--- src/rtl/lsu_pkg.sv ---
// lsu_pkg: shared codes for the load/store initiator.
//   - request size codes, data_mem write/read control codes
//   - FSM state enum
//   - is_aligned(): natural-alignment test for a size/low-address pair
package lsu_pkg;

   localparam logic [1:0] SZ_B   = 2'd0;
   localparam logic [1:0] SZ_H   = 2'd1;
   localparam logic [1:0] SZ_W   = 2'd2;
   localparam logic [1:0] SZ_ILL = 2'd3;

   localparam logic [1:0] WE_NONE = 2'b00;
   localparam logic [1:0] WE_W    = 2'b01;
   localparam logic [1:0] WE_H    = 2'b10;
   localparam logic [1:0] WE_B    = 2'b11;

   localparam logic [2:0] RD_NONE = 3'd0;
   localparam logic [2:0] RD_LW   = 3'd1;
   localparam logic [2:0] RD_LHU  = 3'd2;
   localparam logic [2:0] RD_LH   = 3'd3;
   localparam logic [2:0] RD_LBU  = 3'd4;
   localparam logic [2:0] RD_LB   = 3'd5;

   typedef enum logic [1:0] {IDLE, ACCESS, DONE} state_e;

   function automatic logic is_aligned(input logic [1:0] size, input logic [1:0] a);
      case (size)
         SZ_B:    is_aligned = 1'b1;
         SZ_H:    is_aligned = ~a[0];
         SZ_W:    is_aligned = (a == 2'b00);
         default: is_aligned = 1'b0;
      endcase
   endfunction

endpackage

--- src/rtl/lsu_mem_initiator_assemble.sv ---
// lsu_load_assemble: combinational load-data path.
//   data_q   : current assembly register
//   lane     : byte lane written by the current split beat
//   byte_in  : byte returned by a split (lbu) beat
//   word_in  : full mem_spo for an aligned access (already extended by memory)
//   aligned/size/sgn : latched request attributes
//   data_ins : next value of the assembly register
//   data_out : final, extended load result
module lsu_load_assemble
   import lsu_pkg::*;
(
   input  logic [31:0] data_q,
   input  logic [1:0]  lane,
   input  logic [7:0]  byte_in,
   input  logic [31:0] word_in,
   input  logic        aligned,
   input  logic [1:0]  size,
   input  logic        sgn,
   output logic [31:0] data_ins,
   output logic [31:0] data_out
);

   always_comb begin
      data_ins = data_q;
      if (aligned) begin
         data_ins = word_in;
      end else begin
         case (lane)
            2'd0: data_ins[7:0]   = byte_in;
            2'd1: data_ins[15:8]  = byte_in;
            2'd2: data_ins[23:16] = byte_in;
            default: data_ins[31:24] = byte_in;
         endcase
      end
   end

   // Split beats read zero-extended bytes, so only signed split halves need
   // extension; upper lanes of an unsigned split half stay cleared.
   always_comb begin
      data_out = data_q;
      if (!aligned && size == SZ_H && sgn)
         data_out = {{16{data_q[15]}}, data_q[15:0]};
   end

endmodule

--- src/rtl/lsu_mem_initiator.sv ---
// lsu_mem_initiator: MEM-stage load/store master for data_mem.
//   req_*  : valid/ready request from the pipeline (sampled only at accept)
//   resp_* : one-cycle response pulse with load data / error flag
//   mem_*  : data_mem port; all decoded from registered state, so they are
//            quiet outside ACCESS and drop immediately on reset
//   Misaligned half/word accesses are serialised into byte beats.
module lsu_mem_initiator
   import lsu_pkg::*;
#(
   parameter int AW = 10,
   parameter int DW = 32
) (
   input  logic          clk,
   input  logic          rstn,
   input  logic          req_valid,
   output logic          req_ready,
   input  logic          req_wr,
   input  logic [1:0]    req_size,
   input  logic          req_signed,
   input  logic [AW-1:0] req_addr,
   input  logic [DW-1:0] req_wdata,
   output logic          resp_valid,
   output logic [DW-1:0] resp_rdata,
   output logic          resp_err,
   output logic [AW-1:0] mem_a,
   output logic [DW-1:0] mem_d,
   output logic [1:0]    mem_we,
   output logic [2:0]    mem_rd_ctrl,
   input  logic [DW-1:0] mem_spo
);

   state_e        state_q, state_d;
   logic [1:0]    k_q, k_d;
   logic [AW-1:0] addr_q, addr_d;
   logic [DW-1:0] wdata_q, wdata_d;
   logic [1:0]    size_q, size_d;
   logic          sgn_q, sgn_d;
   logic          wr_q, wr_d;
   logic          err_q, err_d;
   logic          aligned_q, aligned_d;
   logic [DW-1:0] data_q, data_d;

   logic [DW-1:0] data_ins, data_out;
   logic          last_beat;
   logic [7:0]    wbyte;

   always_ff @(posedge clk or negedge rstn) begin
      if (!rstn) begin
         state_q   <= IDLE;
         k_q       <= '0;
         addr_q    <= '0;
         wdata_q   <= '0;
         size_q    <= '0;
         sgn_q     <= 1'b0;
         wr_q      <= 1'b0;
         err_q     <= 1'b0;
         aligned_q <= 1'b0;
         data_q    <= '0;
      end else begin
         state_q   <= state_d;
         k_q       <= k_d;
         addr_q    <= addr_d;
         wdata_q   <= wdata_d;
         size_q    <= size_d;
         sgn_q     <= sgn_d;
         wr_q      <= wr_d;
         err_q     <= err_d;
         aligned_q <= aligned_d;
         data_q    <= data_d;
      end
   end

   lsu_load_assemble u_asm (
      .data_q   (data_q),
      .lane     (k_q),
      .byte_in  (mem_spo[7:0]),
      .word_in  (mem_spo),
      .aligned  (aligned_q),
      .size     (size_q),
      .sgn      (sgn_q),
      .data_ins (data_ins),
      .data_out (data_out)
   );

   assign last_beat = aligned_q || (size_q == SZ_H ? (k_q == 2'd1) : (k_q == 2'd3));

   always_comb begin
      case (k_q)
         2'd0:    wbyte = wdata_q[7:0];
         2'd1:    wbyte = wdata_q[15:8];
         2'd2:    wbyte = wdata_q[23:16];
         default: wbyte = wdata_q[31:24];
      endcase
   end

   // Next state
   always_comb begin
      state_d   = state_q;
      k_d       = k_q;
      addr_d    = addr_q;
      wdata_d   = wdata_q;
      size_d    = size_q;
      sgn_d     = sgn_q;
      wr_d      = wr_q;
      err_d     = err_q;
      aligned_d = aligned_q;
      data_d    = data_q;
      case (state_q)
         IDLE: begin
            if (req_valid) begin
               addr_d    = req_addr;
               wdata_d   = req_wdata;
               size_d    = req_size;
               sgn_d     = req_signed;
               wr_d      = req_wr;
               k_d       = '0;
               data_d    = '0;
               err_d     = (req_size == SZ_ILL);
               aligned_d = is_aligned(req_size, req_addr[1:0]);
               state_d   = (req_size == SZ_ILL) ? DONE : ACCESS;
            end
         end
         ACCESS: begin
            if (!wr_q) data_d = data_ins;
            if (last_beat) state_d = DONE;
            else           k_d = k_q + 2'd1;
         end
         default: state_d = IDLE;
      endcase
   end

   // Outputs
   always_comb begin
      req_ready   = (state_q == IDLE);
      resp_valid  = (state_q == DONE);
      resp_err    = (state_q == DONE) && err_q;
      resp_rdata  = (state_q == DONE && !wr_q && !err_q) ? data_out : '0;
      mem_a       = '0;
      mem_d       = '0;
      mem_we      = WE_NONE;
      mem_rd_ctrl = RD_NONE;
      if (state_q == ACCESS) begin
         // k stays 0 for aligned accesses, so this covers both cases
         mem_a = addr_q + AW'(k_q);
         if (wr_q) begin
            if (aligned_q) begin
               mem_d = wdata_q;
               case (size_q)
                  SZ_B:    mem_we = WE_B;
                  SZ_H:    mem_we = WE_H;
                  default: mem_we = WE_W;
               endcase
            end else begin
               mem_d  = {24'd0, wbyte};
               mem_we = WE_B;
            end
         end else begin
            if (aligned_q) begin
               case (size_q)
                  SZ_B:    mem_rd_ctrl = sgn_q ? RD_LB : RD_LBU;
                  SZ_H:    mem_rd_ctrl = sgn_q ? RD_LH : RD_LHU;
                  default: mem_rd_ctrl = RD_LW;
               endcase
            end else begin
               mem_rd_ctrl = RD_LBU;
            end
         end
      end
   end

endmodule

--- config.mk ---
export PLATFORM = sky130hd
export DESIGN_NAME = lsu_mem_initiator
export DESIGN_NICKNAME = d
export VERILOG_FILES = /design/src/rtl/lsu_pkg.sv /design/src/rtl/lsu_mem_initiator_assemble.sv /design/src/rtl/lsu_mem_initiator.sv
export SDC_FILE = /design/constraint.sdc
export NUM_CORES = 1
export LEC_CHECK = 0
export ABC_AREA = 1
export CORE_ASPECT_RATIO = 0.5
export CORE_MARGIN = 1
export CORE_UTILIZATION = 50
export CTS_CLUSTER_SIZE = 10
export DETAILED_ROUTE_END_ITERATION = 16
export PLACE_DENSITY = 0.93
export SYNTH_ARGS = -nofsm -noshare
export SYNTH_HDL_FRONTEND = slang
export SYNTH_SLANG_ARGS = --single-unit
--- constraint.sdc ---
create_clock -name clk -period 2.6 [get_ports clk]
set_input_delay 0.52 -clock clk [delete_from_list [all_inputs] [get_ports clk]]
set_output_delay 0.52 -clock clk [all_outputs]
set_load 0.03 [all_outputs]
# [Word-level counts from Yosys, hierarchy flattened]
# Index checks and enable logic that the tools add are counted.
[totals] regBits=84 inputBits=81 out_inout_bits=82 elab_cells=90
[op_classes] n_addsub=2 n_eq_ne=17 mux=34 n_bitwise=1 reduce_logical=23
[ops] operator="2-to-1 mux 32 bit" count=8
[ops] operator="one-hot mux 32 bit (2 select lines)" count=1
[ops] operator="2-to-1 mux 8 bit" count=4
[ops] operator="one-hot mux 8 bit (3 select lines)" count=1
[ops] operator="2-to-1 mux 2 bit" count=8
[ops] operator="AND reduction 4 bit" count=4
[ops] operator="one-hot mux 2 bit (2 select lines)" count=3
[ops] operator="adder 10 x 2 -> 10 bit" count=1
[ops] operator="== test 2 bit, second input constant" count=5
[ops] operator="zero test 2 bit" count=5
[ops] operator="2-to-1 mux 10 bit" count=1
[ops] operator="2-to-1 mux 3 bit" count=3
[ops] operator="== test 2 x 1 -> 1 bit, second input constant" count=4
[ops] operator="!= test 2 bit, second input constant" count=4
[ops] operator="!= test 3 x 2 -> 1 bit, second input constant" count=2
[ops] operator="!= test 3 bit, second input constant" count=2
[ops] operator="one-hot mux 3 bit (2 select lines)" count=1
[ops] operator="logical AND 1 bit" count=5
[ops] operator="AND reduction 2 bit" count=2
[ops] operator="zero test 1 bit" count=3
[ops] operator="2-to-1 mux 1 bit" count=3
[ops] operator="one-hot mux 1 bit (3 select lines)" count=1
[ops] operator="AND reduction 3 bit" count=1
[ops] operator="OR reduction 3 bit" count=1
[ops] operator="other kinds (4)" count=4

# [Logic depth before layout (Yosys ltp)]
[depth] depth_word=6 mapped_depth=9 ltp_nobuf=7

# [Hierarchy]
# From an unflattened synthesis, not the netlist that was laid out.
[hier_totals] cells_unflattened=840 area_unflattened_um2=5813.1
[modules_own_cells] module="lsu_mem_initiator" n_inst=1 cells_per_inst=569 area_per_inst_um2=4575.6 seq_area_each_um2=2102.0
[modules_own_cells] module="lsu_load_assemble" n_inst=1 cells_per_inst=271 area_per_inst_um2=1237.4 seq_area_each_um2=0.0

# [Worst setup path before layout]
# No wires, ideal clock.
[synth_timing] path_type="reg-to-output" start="register k_q[0]" end="output port mem_a[6]" arrival_time_ns=1.892 required_ns=2.080 setup_slack_ns=0.188 path_stages_with_launch=6 n_path_buf=0 path_cell_list="dfrtp_1 > ha_1 > fa_1 > nand2_1 > nor3_1 > nor3_1"
[synth_between] elab_chain_cells=2
[synth_lines] element="start, declared" line_no="lsu_mem_initiator.sv:33" rtl="logic [1:0] k_q, k_d;"
[synth_lines] element="start signal, assigned" line_no="lsu_mem_initiator.sv:61" rtl="k_q <= k_d;"
[synth_lines] element="adder 10 x 2 -> 10 bit" line_no="lsu_mem_initiator.sv:144" rtl="mem_a = addr_q + AW'(k_q);"
[synth_lines] element="2-to-1 mux 10 bit" line_no="lsu_mem_initiator.sv:142" rtl="if (state_q == ACCESS) begin"
[synth_lines] element="end, declared" line_no="lsu_mem_initiator.sv:25" rtl="output logic [AW-1:0] mem_a,"
# Every way passes these cells.

# [Worst setup path after layout]
# Same ends and word-level chain as after synthesis.

==> summary.txt <==
Buffers & Inverters on Critical Path: 1
crit path cell chain: ha_1 -> fa_1 -> nand2_2 -> nor3_1 -> nor3_1 -> buf_4
Fmax: 397 MHz
final wirelength: 13.4 mm
Slowest-stage cell, CP: fa_1
FP Rows: 25
drt pass-1 iters: 11
Simple-Gate Fraction of Synth Area: 30.5%
Worst R2R End: data_q[27]
ys flop type: dfrtp_1
fin crit period: 2.52 ns
Worst setup EP type: output pin
switching share of power: 45.1%
Critical Path Max Stage Delay: 0.42 ns
Crit path required time: 2.08 ns
Post-synth top cells: nand2_1 (261), dfrtp_1 (84), inv_1 (65)
via count: 4,817
count of buffers from port buffering: 162
worst path arrival time: 2.00 ns
largest family of logic cells by synthesized area: simple AND/OR/NAND/NOR gates
sequential area share after synthesis: 43.2%
CP Class: flip-flop to output pin
post-synthesis compound-gate area fraction: 14.2%
CTS H-Tree Depth: 3
drt initial violations: 288
R2R Setup Slk: 0.96 ns
root buffer selected by CTS: clkbuf_16
outcome: complete, but fails checks
Post-route DRC: 2
final std cells w/o fill: 960
Total Routing Usage GR: 26.9%
DIE HEIGHT: 71.8 um
Slew Limit Fails: 0
first-pass GRT wire length: 21.3 mm
CTS tree: yes
CP Launch Type: flip-flop
flops & latches, synth: 84
post-DR wirelength/cell: 14.0 um
Reg clk slew, reported paths: 0.06 ns
mapped cell area: 0.00487 mm2
top post-synthesis cells by area: dfrtp_1 (43%), nand2_1 (20%), o21ai_2 (5.6%)
post-synth top area cell: dfrtp_1
syn nets: 758
headroom to the max-slew limit: 35.7%
number of synthesized flops with an enable pin: 0
Die W: 142 um
Cell variety after synth: 31
top-count cell post-synth: nand2_1
final setup violation count: 0
Synth Area in XOR/XNOR: 0.180%
crit-path most repeated cell: nor3_1
Seq pwr share: 32.1%
total power draw: 7130 uW
later-pin clock latency in the skew report: 0.33 ns
Core ar.: 0.00945 mm2
Clock Power Share: 18.4%
initial antenna violation count: 0
io pins: 163
Placed Instance Area: 0.00649 mm2
internal power: 3920 uW
nets: 910
Crit. path cell count: 6
maximum number of pins on one net before global-route repair: 75
hpwl dp: 9.66 mm
setup tns final: 0 ns
HP Class: input port to async pin
Sw Pwr: 3220 uW
Avg Inst Size Synth: 7.28 um2
post-detailed-route count of antenna-violating nets: 0
worst-path fanout max: 4
CTS Buffer Depth: 2
PwrDens: 1040 mW/mm2
Placed Cells: 945
number of fill cells: 756
hold buffer count at cts: 0
failing checks: DRC
area share of the largest cell type after synthesis: 43.2%
Leakage: 0.00334 uW
reg2reg start: state_q[1]
async set or reset register ratio after synthesis: 100%
die footprint: 0.0102 mm2
Post-Layout Inst Area: 0.00683 mm2
cts bufs inserted: 9
share of the clock period used by the worst path: 97.0%
final hold violation count: 0
multiplexer area fraction after synthesis: 0%
initial core utilization: 51.5%
adder-cell share of the synthesized area: 2.21%
Final GP Congestion: 0.864
Slew @ Worst Pin: 0.965 ns
Syn. warnings: 0
via count of the first global-routing pass: 4,439
FF-to-FF path depth: 7
Remaining Overflow, GRT: 0
Vias/cell: 5.02
CTS Sinks: 84
unrepaired setup endpoints after global routing: true
Layout Skew: 0.00507 ns
antenna cell count: 0
combinational share of power: 49.5%
IR drop worst, VDD: 0.458 mV
max-cap check violation count: 0
Area growth syn-to-layout: 40.3%
final core utilization: 72.3%
postcts setup bufs: 0
CP top delay family: adder cells
Mapped Cells: 669
fraction of layout instances using a drive strength above 1: 18.3%
## power by group through the flow
stage / sequential, uW / combinational, uW / clock (uW)
3_5_place_dp: 2300 / 3470 / 0
4_1_cts: 2280 / 3470 / 1320
6_report: 2290 / 3530 / 1310
3_3_place_gp: 2270 / 3370 / 0
5_1_grt: 2360 / 3920 / 1380
2_1_floorplan: 2210 / 2580 / 0
## placed cells by master (no fill, tap or decap), drive strengths merged
master           n
clkdlybuf4s50   83
xnor2            1
fa               1
o211ai           1
dfrtp           84
clkbuf          14
a21oi           41
nand2          274
bufinv           1
inv             69
nand3           21
nor2            59
nand4            2
ha               7
dlygate4sd2     21
clkinvlp         1
buf             70
a31oi            1
nor3             5
o21ai           69
## how the worst max path moves through the flow
stage                 from  endpoint  slack [ns]
floorplan           k_q[0]  mem_a[6]        0.19
global placement    k_q[0]  mem_a[1]        0.21
detailed placement  k_q[0]  mem_a[1]        0.18
CTS                 k_q[0]  mem_d[4]       -0.02
global route        k_q[0]  mem_d[5]       -0.03
finish              k_q[0]  mem_a[6]        0.08
## flip-flops by register name (all words and copies together), names as in the netlist
name,flops
err_q,1
aligned_q,1
k_q,2
data_q,32
wdata_q,32
size_q,2
sgn_q,1
state_q,2
wr_q,1
addr_q,10
## what timing repair did
| item | in CTS | in global routing |
|---|---|---|
| resized for setup | 24 | 13 |
| pin swaps | 0 | 1 |
| endpoints found under the hold margin | 0 | 0 |
| setup endpoints to repair | 46 | 13 |
## metrics by stage
stage	setup WS [ns]	hold WS, ns
after floorplan	0.188	0.224
after global placement	0.206	0.462
after detailed placement	0.180	0.467
after CTS	-0.0161	0.377
after global routing	-0.0327	0.407
final	0.0786	0.315
## routing by layer
metal	global-route usage [%]	vias up	routed length [um]
li1	-	2377	-
met5	0	-	0
met2	45.7	159	6590
met4	8.84	0	257
met1	34.9	2254	5890
met3	5.15	27	683
## kinds of logic after synthesis
family	after synthesis
AO/OA/AOI/OAI	112
XOR/XNOR	1
adder cells (fa/ha/maj)	8
buffers and inverters	103
flip-flops	84
AND/OR/NAND/NOR	361
## layout make-up
cell class              count  area (um2)  area share, %
flip-flops and latches     84        2100           30.8
well taps                 135         169           2.47
clock buffers              14         274           4.01
multi-input cells         482        2350           34.4
repair buffers            174        1640           24.0
clock inverters             1        30.0          0.440
inverters                  70         267           3.90
Note: power is estimated with default switching activity, not from simulation.
